[src/rtl/bp_pkg.sv]
// Shared helpers and defaults for the gshare direction predictor.
//  ctr_init  : reset value of a counter (weakly not-taken)
//  ctr_taken : taken threshold, i.e. the counter MSB
package bp_pkg;

  localparam int unsigned PC_BITS_DEF   = 16;
  localparam int unsigned IDX_BITS_DEF  = 8;
  localparam int unsigned HIST_BITS_DEF = 8;
  localparam int unsigned CTR_BITS_DEF  = 2;

  // 2**(ctr_bits-1)-1: the largest value that still predicts not-taken.
  function automatic logic [31:0] ctr_init(input int unsigned ctr_bits);
    return (32'd1 << (ctr_bits - 32'd1)) - 32'd1;
  endfunction

  // Predict taken when the counter MSB is set.
  function automatic logic ctr_taken(input logic [31:0] ctr, input int unsigned ctr_bits);
    logic [31:0] shifted;
    shifted = ctr >> (ctr_bits - 32'd1);
    return shifted[0];
  endfunction

endpackage

[src/rtl/sat_counter_update.sv]
// Combinational saturating increment/decrement of one predictor counter.
//  ctr    : current counter value
//  inc    : 1 = count up (taken), 0 = count down (not taken)
//  next_c : new value, clamped at all-ones and zero (no wrap-around)
module sat_counter_update #(
  parameter int unsigned WIDTH = 2
) (
  input  logic [WIDTH-1:0] ctr,
  input  logic             inc,
  output logic [WIDTH-1:0] next_c
);

  always_comb begin
    next_c = ctr;
    if (inc) begin
      if (ctr != '1) next_c = ctr + WIDTH'(1);
    end else begin
      if (ctr != '0) next_c = ctr - WIDTH'(1);
    end
  end

endmodule

[src/rtl/gshare_predictor.sv]
// gshare direction predictor: speculative global history XOR PC indexes a table
// of saturating counters. Prediction is registered (one cycle after lookup);
// resolution trains the counter and a mispredict repairs the history.
//  clock, reset                  : rising-edge clock, async active-high reset
//  lookup_valid, lookup_pc       : branch being fetched
//  pred_valid/taken/idx/hist     : registered prediction plus tags carried with the branch
//  update_valid/idx/hist/taken   : resolving branch returning its tags and outcome
//  update_mispred                : repair history from update_hist (qualified by update_valid)
module gshare_predictor
  import bp_pkg::*;
#(
  parameter int unsigned PC_BITS   = PC_BITS_DEF,
  parameter int unsigned IDX_BITS  = IDX_BITS_DEF,
  parameter int unsigned HIST_BITS = HIST_BITS_DEF,
  parameter int unsigned CTR_BITS  = CTR_BITS_DEF
) (
  input  logic                 clock,
  input  logic                 reset,
  input  logic                 lookup_valid,
  input  logic [PC_BITS-1:0]   lookup_pc,
  output logic                 pred_valid,
  output logic                 pred_taken,
  output logic [IDX_BITS-1:0]  pred_idx,
  output logic [HIST_BITS-1:0] pred_hist,
  input  logic                 update_valid,
  input  logic [IDX_BITS-1:0]  update_idx,
  input  logic [HIST_BITS-1:0] update_hist,
  input  logic                 update_taken,
  input  logic                 update_mispred
);

  typedef logic [CTR_BITS-1:0]  ctr_t;
  typedef logic [IDX_BITS-1:0]  idx_t;
  typedef logic [HIST_BITS-1:0] hist_t;

  localparam int unsigned ENTRIES  = 32'd1 << IDX_BITS;
  localparam ctr_t        CTR_INIT = CTR_BITS'(ctr_init(CTR_BITS));

  ctr_t  table_q [ENTRIES];
  hist_t bhr_q;
  hist_t bhr_next_c;
  hist_t bhr_spec_c;
  hist_t bhr_repair_c;
  idx_t  lookup_idx_c;
  logic  lookup_taken_c;
  ctr_t  upd_cur_c;
  ctr_t  upd_next_c;

  // PC[1:0] and PC bits above the index field never reach the table.
  logic unused_pc_bits;
  assign unused_pc_bits = ^lookup_pc;

  // History is zero-extended into the index when it is narrower than the table.
  assign lookup_idx_c   = lookup_pc[IDX_BITS+1:2] ^ IDX_BITS'(bhr_q);
  assign lookup_taken_c = ctr_taken(32'(table_q[lookup_idx_c]), CTR_BITS);

  // Counter training on the update path.
  assign upd_cur_c = table_q[update_idx];

  sat_counter_update #(
    .WIDTH (CTR_BITS)
  ) u_sat (
    .ctr    (upd_cur_c),
    .inc    (update_taken),
    .next_c (upd_next_c)
  );

  // Shift-in values for speculation and repair; a 1-bit history has nothing to keep.
  generate
    if (HIST_BITS == 1) begin : g_hist1
      logic unused_update_hist;
      assign unused_update_hist = ^update_hist;
      assign bhr_spec_c   = lookup_taken_c;
      assign bhr_repair_c = update_taken;
    end else begin : g_histn
      assign bhr_spec_c   = {bhr_q[HIST_BITS-2:0], lookup_taken_c};
      assign bhr_repair_c = {update_hist[HIST_BITS-2:0], update_taken};
    end
  endgenerate

  // Mispredict repair overrides the speculative shift of a same-cycle lookup.
  always_comb begin
    bhr_next_c = bhr_q;
    if (lookup_valid) bhr_next_c = bhr_spec_c;
    if (update_valid && update_mispred) bhr_next_c = bhr_repair_c;
  end

  // Counter table: flops so every entry clears on async reset.
  always_ff @(posedge clock or posedge reset) begin
    if (reset) begin
      for (int i = 0; i < int'(ENTRIES); i++) table_q[i] <= CTR_INIT;
    end else if (update_valid) begin
      table_q[update_idx] <= upd_next_c;
    end
  end

  // Global history register.
  always_ff @(posedge clock or posedge reset) begin
    if (reset) bhr_q <= '0;
    else       bhr_q <= bhr_next_c;
  end

  // Registered prediction; tags hold while no lookup is presented.
  always_ff @(posedge clock or posedge reset) begin
    if (reset) begin
      pred_valid <= 1'b0;
      pred_taken <= 1'b0;
      pred_idx   <= '0;
      pred_hist  <= '0;
    end else begin
      pred_valid <= lookup_valid;
      if (lookup_valid) begin
        pred_taken <= lookup_taken_c;
        pred_idx   <= lookup_idx_c;
        pred_hist  <= bhr_q;
      end
    end
  end

endmodule

[config.mk]
export PLATFORM = sky130hd
export DESIGN_NAME = gshare_predictor
export DESIGN_NICKNAME = d
export VERILOG_FILES = /design/src/rtl/bp_pkg.sv /design/src/rtl/sat_counter_update.sv /design/src/rtl/gshare_predictor.sv
export SDC_FILE = /design/constraint.sdc
export NUM_CORES = 2
export LEC_CHECK = 0
export CAP_MARGIN = 0
export CORE_MARGIN = 2
export CORE_UTILIZATION = 46
export CTS_CLUSTER_DIAMETER = 30
export DETAILED_ROUTE_END_ITERATION = 8
export PLACE_DENSITY = 0.65
export REMOVE_ABC_BUFFERS = 1
export SYNTH_ARGS = -nofsm -noshare
export SYNTH_HDL_FRONTEND = slang
export SYNTH_SLANG_ARGS = --single-unit
export TNS_END_PERCENT = 20
[constraint.sdc]
create_clock -name clock -period 19.58 [get_ports clock]
set_clock_uncertainty 0.15 [all_clocks]
set_input_delay 3.916 -clock clock [delete_from_list [all_inputs] [get_ports clock]]
set_output_delay 3.916 -clock clock [all_outputs]
set_load 0.01 [all_outputs]
After elaboration in Yosys (flattened, before gate mapping)
Index checks and enable logic that the tools add are counted.

storage, ports and cells
  output and inout bits = 18
  register bits after elaboration = 538

cells by class
  reduce and logical (&&, ||, !) cells = 4
  bitwise gates (word level) = 3
  muxes and demuxes = 14
  magnitude comparators = 3
  equal/unequal tests = 1
  add/sub/neg operators = 2

operator list
  operator                                                              count
  512-bit bitwise mux                                                   1
  2-bit binary-select mux with 8-bit select                             2
  9-bit greater-or-equal comparator, second input constant              2
  8-bit inverter with 9-bit output                                      2
  2-bit demux with 8-bit select                                         1
  2-bit two-way mux                                                     8
  8-bit two-way mux                                                     2
  9-bit by 1-bit < comparator with 1-bit output, second input constant  1
  8-bit bitwise XOR                                                     1
  2-bit nonzero test                                                    2
  2-bit by 1-bit adder with 2-bit output, second input constant         1
  1-bit logical AND                                                     2
  2-bit != test, second input constant                                  1
  2-bit by 1-bit subtractor with 2-bit output, second input constant    1

Depth between registers and ports, before layout
  depth after elaboration = 8
  depth in mapped cells = 17
  depth with buffers taken out = 8

Hierarchy
Synthesis repeated with hierarchy kept, for this count alone.

unflattened totals
  cell total of the unflattened synthesis = 2006
  area, all modules = 28059.4 µm²

modules (own cells, without submodules)
  module              times used  area each (µm²)  seq. area each (µm²)  cells each
  gshare_predictor    1           28033.1          13783.2               2003
  sat_counter_update  1           26.3             0.0                   3

Worst setup path before layout
OpenSTA, ideal clock, no wires.

  kind = input-to-reg
  start point = input port update_idx[0]
  end point = register table_q[21] in the netlist's numbering
  library setup time = 0.141 ns
  path buffers = 8
  stages on the path = 15
  arrival = 7.185 ns
  setup slack = 12.104 ns
  required time = 19.289 ns
  path through = buf_6 > buf_6 > buf_4 > buf_4 > buf_2 > buf_2 > mux4_2 > a22oi_1 > nand3_1 > a31oi_1 > and4_1 > maj3_1 > clkbuf_1 > buf_1 > a31oi_1

on the way
  word-level cells in the longest chain between the ends = 8
  elaborated cells between the ends (all ways) = 17

ends and longest elaborated chain
  element                                                                    RTL line                                            text
  start: declaration                                                         gshare_predictor.sv:26                              input logic [IDX_BITS-1:0] update_idx,
  8-bit inverter with 9-bit output (implied by the code) (*)                 gshare_predictor.sv:58, gshare_predictor.sv:93
  2-bit binary-select mux with 8-bit select                                  gshare_predictor.sv:58                              assign upd_cur_c = table_q[update_idx];
  2-bit two-way mux (implied by the code) (2 in a row)                       gshare_predictor.sv:58
  2-bit by 1-bit subtractor with 2-bit output, or another cell as far along  sat_counter_update.sv:18                            if (ctr != '0) next_c = ctr - WIDTH'(1);
  2-bit two-way mux, on equally long branches                                sat_counter_update.sv:18, sat_counter_update.sv:16
  2-bit two-way mux                                                          sat_counter_update.sv:15                            if (inc) begin
  512-bit bitwise mux (*)                                                    gshare_predictor.sv:93                              table_q[update_idx] <= upd_next_c;
  end signal: indexed assignment                                             gshare_predictor.sv:93
  end: declaration                                                           gshare_predictor.sv:39                              ctr_t table_q [ENTRIES];

Every way passes the cells marked *; elsewhere a longest branch is shown, timed or not. The select of a mux whose other input is x is not followed.
A chain may end at the register's enable or synchronous reset.

Worst setup path after layout
  start point = input port update_idx[1]
  end point = register table_q[306] in the netlist's numbering

Same word-level chain as after synthesis.

==> results summary <==
The worst slew slack as a fraction of its limit came out at 0.1418. The area of the multi-input gates is 13900 µm². The cell type with the highest aggregate area in the netlist is sky130_fd_sc_hd__dfrtp_1. The pre-antenna-repair detailed-routing pass consisted of 6 iterations.

The clock slew seen by the registers of the worst setup and hold paths came out at 0.04 ns. The clock drives 538 sinks. In this run the vertical extent of the chip is 254.7 µm.

The initial detailed-routing violation count came out at 2740. The area fraction of the dominant cell type after synthesis is 0.2442. The netlist uses 62 different library cells.

The maximum cell stage delay along the critical path came out at 0.82 ns. The count of maximum capacitance violations is 0. The post-synthesis sequential element count came out at 538.

The buffer levels on the longest clock path came out at 3. The share of async-settable or async-resettable flops after synthesis came out at 1.000. The synthesized area is 28900 µm². The slack of the worst reg-to-reg path is 14.67 ns. The global-route wire length before repair came out at 135400 µm.

The number of buffers inserted during clock tree synthesis came out at 119. The number of primary I/O pins came out at 56. Walking the worst path, the cells encountered are clkbuf_8 -> buf_4 -> buf_4 -> mux4_2 -> mux2i_1 -> o32ai_1 -> a211o_1 -> nor4_1 -> and4_1 -> maj3_4 -> buf_12 -> o21ai_0. The initial utilization of the core area, before any placement, comes to 0.4666. Post-CTS repair changed the size of 0 cells. The flow ran to the end, and the final reports show no timing, DRC or antenna violations. Along the worst hold path, the cell count comes to 2. The worst endpoint data arrival time is 10.02 ns. For this design the ratio of total power to cell area is 116.6 nW/µm². The floorplan step defined a die boundary enclosing 64850 µm². The primary flip-flop cell chosen by synthesis mapping is sky130_fd_sc_hd__dfrtp_1.

For the finished layout, the period the worst path requires is 9.642 ns. The area added between synthesis and finish came out at 18.61%. The largest voltage drop on the vdd net is 0.09820 mV. The sequential cells in the finished layout cover a total of 13780 µm². The startpoint identified for the worst hold timing path is table_q[296]. Once the clock tree was built, the setup fixing pass inserted 0 buffers.

After detailed routing, the average wire length per cell comes to 25.04 µm. Summed over all failing endpoints, the final setup total negative slack is 0 ns. The count of synthesis-stage warnings from yosys is 0. The x dimension of the die is 254.7 µm. The final-report max-slew violation count is 0. The worst register-to-register path begins at table_q[416]. The path with the worst hold slack has its endpoint at table_q[296]. The post-synthesis sequential area ratio came out at 0.4769. Setup violations remaining at the end of the flow were counted as 0. Among all stages on the critical path, the largest delay is contributed by sky130_fd_sc_hd__buf_4.

The floorplan has 91 rows. In this design, the critical path's most frequently occurring cell is sky130_fd_sc_hd__buf_4. The count of flip-flops with a built-in enable after synthesis is 0. The number of levels the H-tree was split into came out at 3.

The path class of the tightest hold or removal check is reg2reg. For the pin with the worst max-slew slack, the measured transition is 1.286 ns. The total track usage is 0.2717. The detailed-route via count came out at 23050.

Summed over all nets, the half-perimeter wirelength after detailed placement is 50260 µm. The placeable core area came out at 61940 µm². Entering global routing, the biggest net connects 197 pins.

The leftover overflow at the end of global routing is 0. The number of nets with antenna violations after detailed routing is 0. The aggregate routed wire length came out at 87300 µm. During placement, the flow inserted port buffers numbering 46. STA classifies the critical path startpoint as an input pin. TritonCTS built the clock tree.

For this design, the CTS-stage hold fixing added 0 buffers. The class of the most critical setup path is in2reg. The worst register-to-register path ends at table_q[155].

The final hold violation count was 0. The gate count of the mapped netlist is 2618. The root buffer cell chosen for the clock tree is sky130_fd_sc_hd__clkbuf_16. After detailed routing, the number of remaining DRC violations is 0. For the worst flop-to-flop path, the logic depth is 9.

The number of fill cells came out at 5200. The diode insertion count for antenna repair came out at 0. STA puts the critical path data required time at 19.96 ns.

The fmax is 103.7 MHz. In the final layout, the share of cells above drive strength 1 is 0.3351. Setup repair after global routing left no endpoint under its margin. Summed over all cells, the static leakage comes to 0.01307 µW.

In the final design database the tool counted 2583 nets. The via count of the first global-routing pass came out at 22620. Dividing the detail-routed via count by the number of cells gives 6.611. Of the available clock period, the critical path in the final layout requires 0.4925. The number of antenna violations at the first check in global routing came out at 0.

The capturing element type of the critical path is a flop. The final-layout worst hold slack came out at 0.3242 ns. By area the synthesized netlist is led by sky130_fd_sc_hd__dfrtp_1, sky130_fd_sc_hd__dfstp_2, sky130_fd_sc_hd__mux4_2. The final estimated routing congestion in global placement is 0.8468. The mean post-synth cell area came out at 11.04 µm². The source-to-sink clock delay at the later pin of the worst-skew pair is 0.68 ns.

The top fanout value on the critical path is 192.
[critical path, delay by kind of cell]
| kind | cells | cell delay (ns) |
|---|---|---|
| buffers and inverters | 4 | 2.90 |
| adders and majority gates | 1 | 0.81 |
| muxes | 2 | 0.73 |
| AOI/OAI and AO/OA | 3 | 0.67 |
| and+or+nand+nor | 2 | 0.52 |
[placed cells by master (no fill, tap or decap), types with 84 or more instances in the layout]
cell	count
sky130_fd_sc_hd__o31ai_2	126
sky130_fd_sc_hd__a31oi_1	248
sky130_fd_sc_hd__nand2_1	165
sky130_fd_sc_hd__a21oi_1	279
sky130_fd_sc_hd__buf_4	84
sky130_fd_sc_hd__dfstp_2	256
sky130_fd_sc_hd__o21ai_0	264
sky130_fd_sc_hd__o31ai_1	96
sky130_fd_sc_hd__dfrtp_1	282
sky130_fd_sc_hd__mux4_2	152
sky130_fd_sc_hd__clkbuf_16	121
sky130_fd_sc_hd__mux2i_1	100
[metrics by stage]
| stage | util | setup WS, ns | area [µm²] | instances | power (µW) |
|---|---|---|---|---|---|
| 2_1_floorplan | - | 0.9006 | 27500 | 2292 | 1655 |
| 3_3_place_gp | 0.4825 | 9.494 | 29880 | 3261 | 1840 |
| 3_5_place_dp | 0.4825 | 9.364 | 29880 | 3261 | 1858 |
| 4_1_cts | 0.5534 | 10.06 | 34280 | 3487 | 4012 |
| 5_1_grt | 0.5534 | 9.679 | 34280 | 3487 | 4134 |
| 6_report | 0.5534 | 9.938 | 34280 | 3487 | 3998 |
[per-layer routing]
metal | share of wire | track usage
met1 | 0.40 | 0.3664
met2 | 0.47 | 0.4342
met4 | 0.034 | 0.1039
met3 | 0.087 | 0.05573
met5 | 0 | 0
[where the power goes]
part	switching, µW	internal (µW)	total [µW]
clock	657	1490	2150
combinational	340	214	554
sequential	64.1	1230	1300
[cell type report]
class                   instances  share of cell area
clock buffers                 156             0.09771
clock inverters                70             0.03051
inverters                       5           0.0007665
multi-input cells            1749              0.4055
flip-flops and latches        538              0.4021
well taps                     837             0.03055
repair buffers                132             0.03285
[cell families after synthesis]
logic type | after synthesis | synth area share
DFF | 538 | 0.4769
xor gates and xnor gates | 15 | 0.004546
and+or+nand+nor | 350 | 0.05451
buffers and inverters | 331 | 0.04914
muxes | 263 | 0.1574
AOI/OAI and AO/OA | 1119 | 0.2568
adders and majority gates | 2 | 0.0007360
[how the worst max path moves through the flow]
stage | start | endpoint | slack [ns]
6_report | update_idx[1] | table_q[306] | 9.94
3_5_place_dp | update_idx[1] | table_q[300] | 9.36
2_1_floorplan | reset | bhr_q[0] | 0.90
3_3_place_gp | update_idx[1] | table_q[314] | 9.49
4_1_cts | update_idx[1] | table_q[304] | 10.06
5_1_grt | update_idx[1] | table_q[304] | 9.68
[cell usage after synthesis, types with 4 or more instances]
cell                        number
sky130_fd_sc_hd__buf_4           5
sky130_fd_sc_hd__buf_1          16
sky130_fd_sc_hd__nor2_1         87
sky130_fd_sc_hd__o211ai_1        8
sky130_fd_sc_hd__mux2_2         11
sky130_fd_sc_hd__buf_6          17
sky130_fd_sc_hd__nor4bb_1        4
sky130_fd_sc_hd__o2111ai_1       4
sky130_fd_sc_hd__dfstp_2       256
sky130_fd_sc_hd__a22oi_1        35
sky130_fd_sc_hd__a221oi_1        8
sky130_fd_sc_hd__a211oi_1        7
sky130_fd_sc_hd__nand2_1       165
sky130_fd_sc_hd__o21ai_0       264
sky130_fd_sc_hd__a21oi_1       279
sky130_fd_sc_hd__buf_2          25
sky130_fd_sc_hd__inv_1           4
sky130_fd_sc_hd__nor2b_1         7
sky130_fd_sc_hd__mux4_2        152
sky130_fd_sc_hd__xnor2_1         8
sky130_fd_sc_hd__nand2b_1        4
sky130_fd_sc_hd__mux2i_1       100
sky130_fd_sc_hd__o31ai_1        96
sky130_fd_sc_hd__nor3_1         14
sky130_fd_sc_hd__xor2_1          7
sky130_fd_sc_hd__and2_1          4
sky130_fd_sc_hd__a31oi_1       248
sky130_fd_sc_hd__clkbuf_1      263
sky130_fd_sc_hd__dfrtp_1       282
sky130_fd_sc_hd__a22o_1         13
sky130_fd_sc_hd__o31ai_2       126
sky130_fd_sc_hd__nand4_1         9
sky130_fd_sc_hd__nand3_1        25
sky130_fd_sc_hd__a311oi_1        6
sky130_fd_sc_hd__nor4_1          5
sky130_fd_sc_hd__a32oi_1         8
sky130_fd_sc_hd__nand4b_1        4
[state kept, by name (all words and copies together) (netlist names)]
signal      count
table_q       512
bhr_q           8
pred_hist       8
pred_idx        8
pred_taken      1
pred_valid      1
Note: power is estimated with default switching activity, not from simulation.
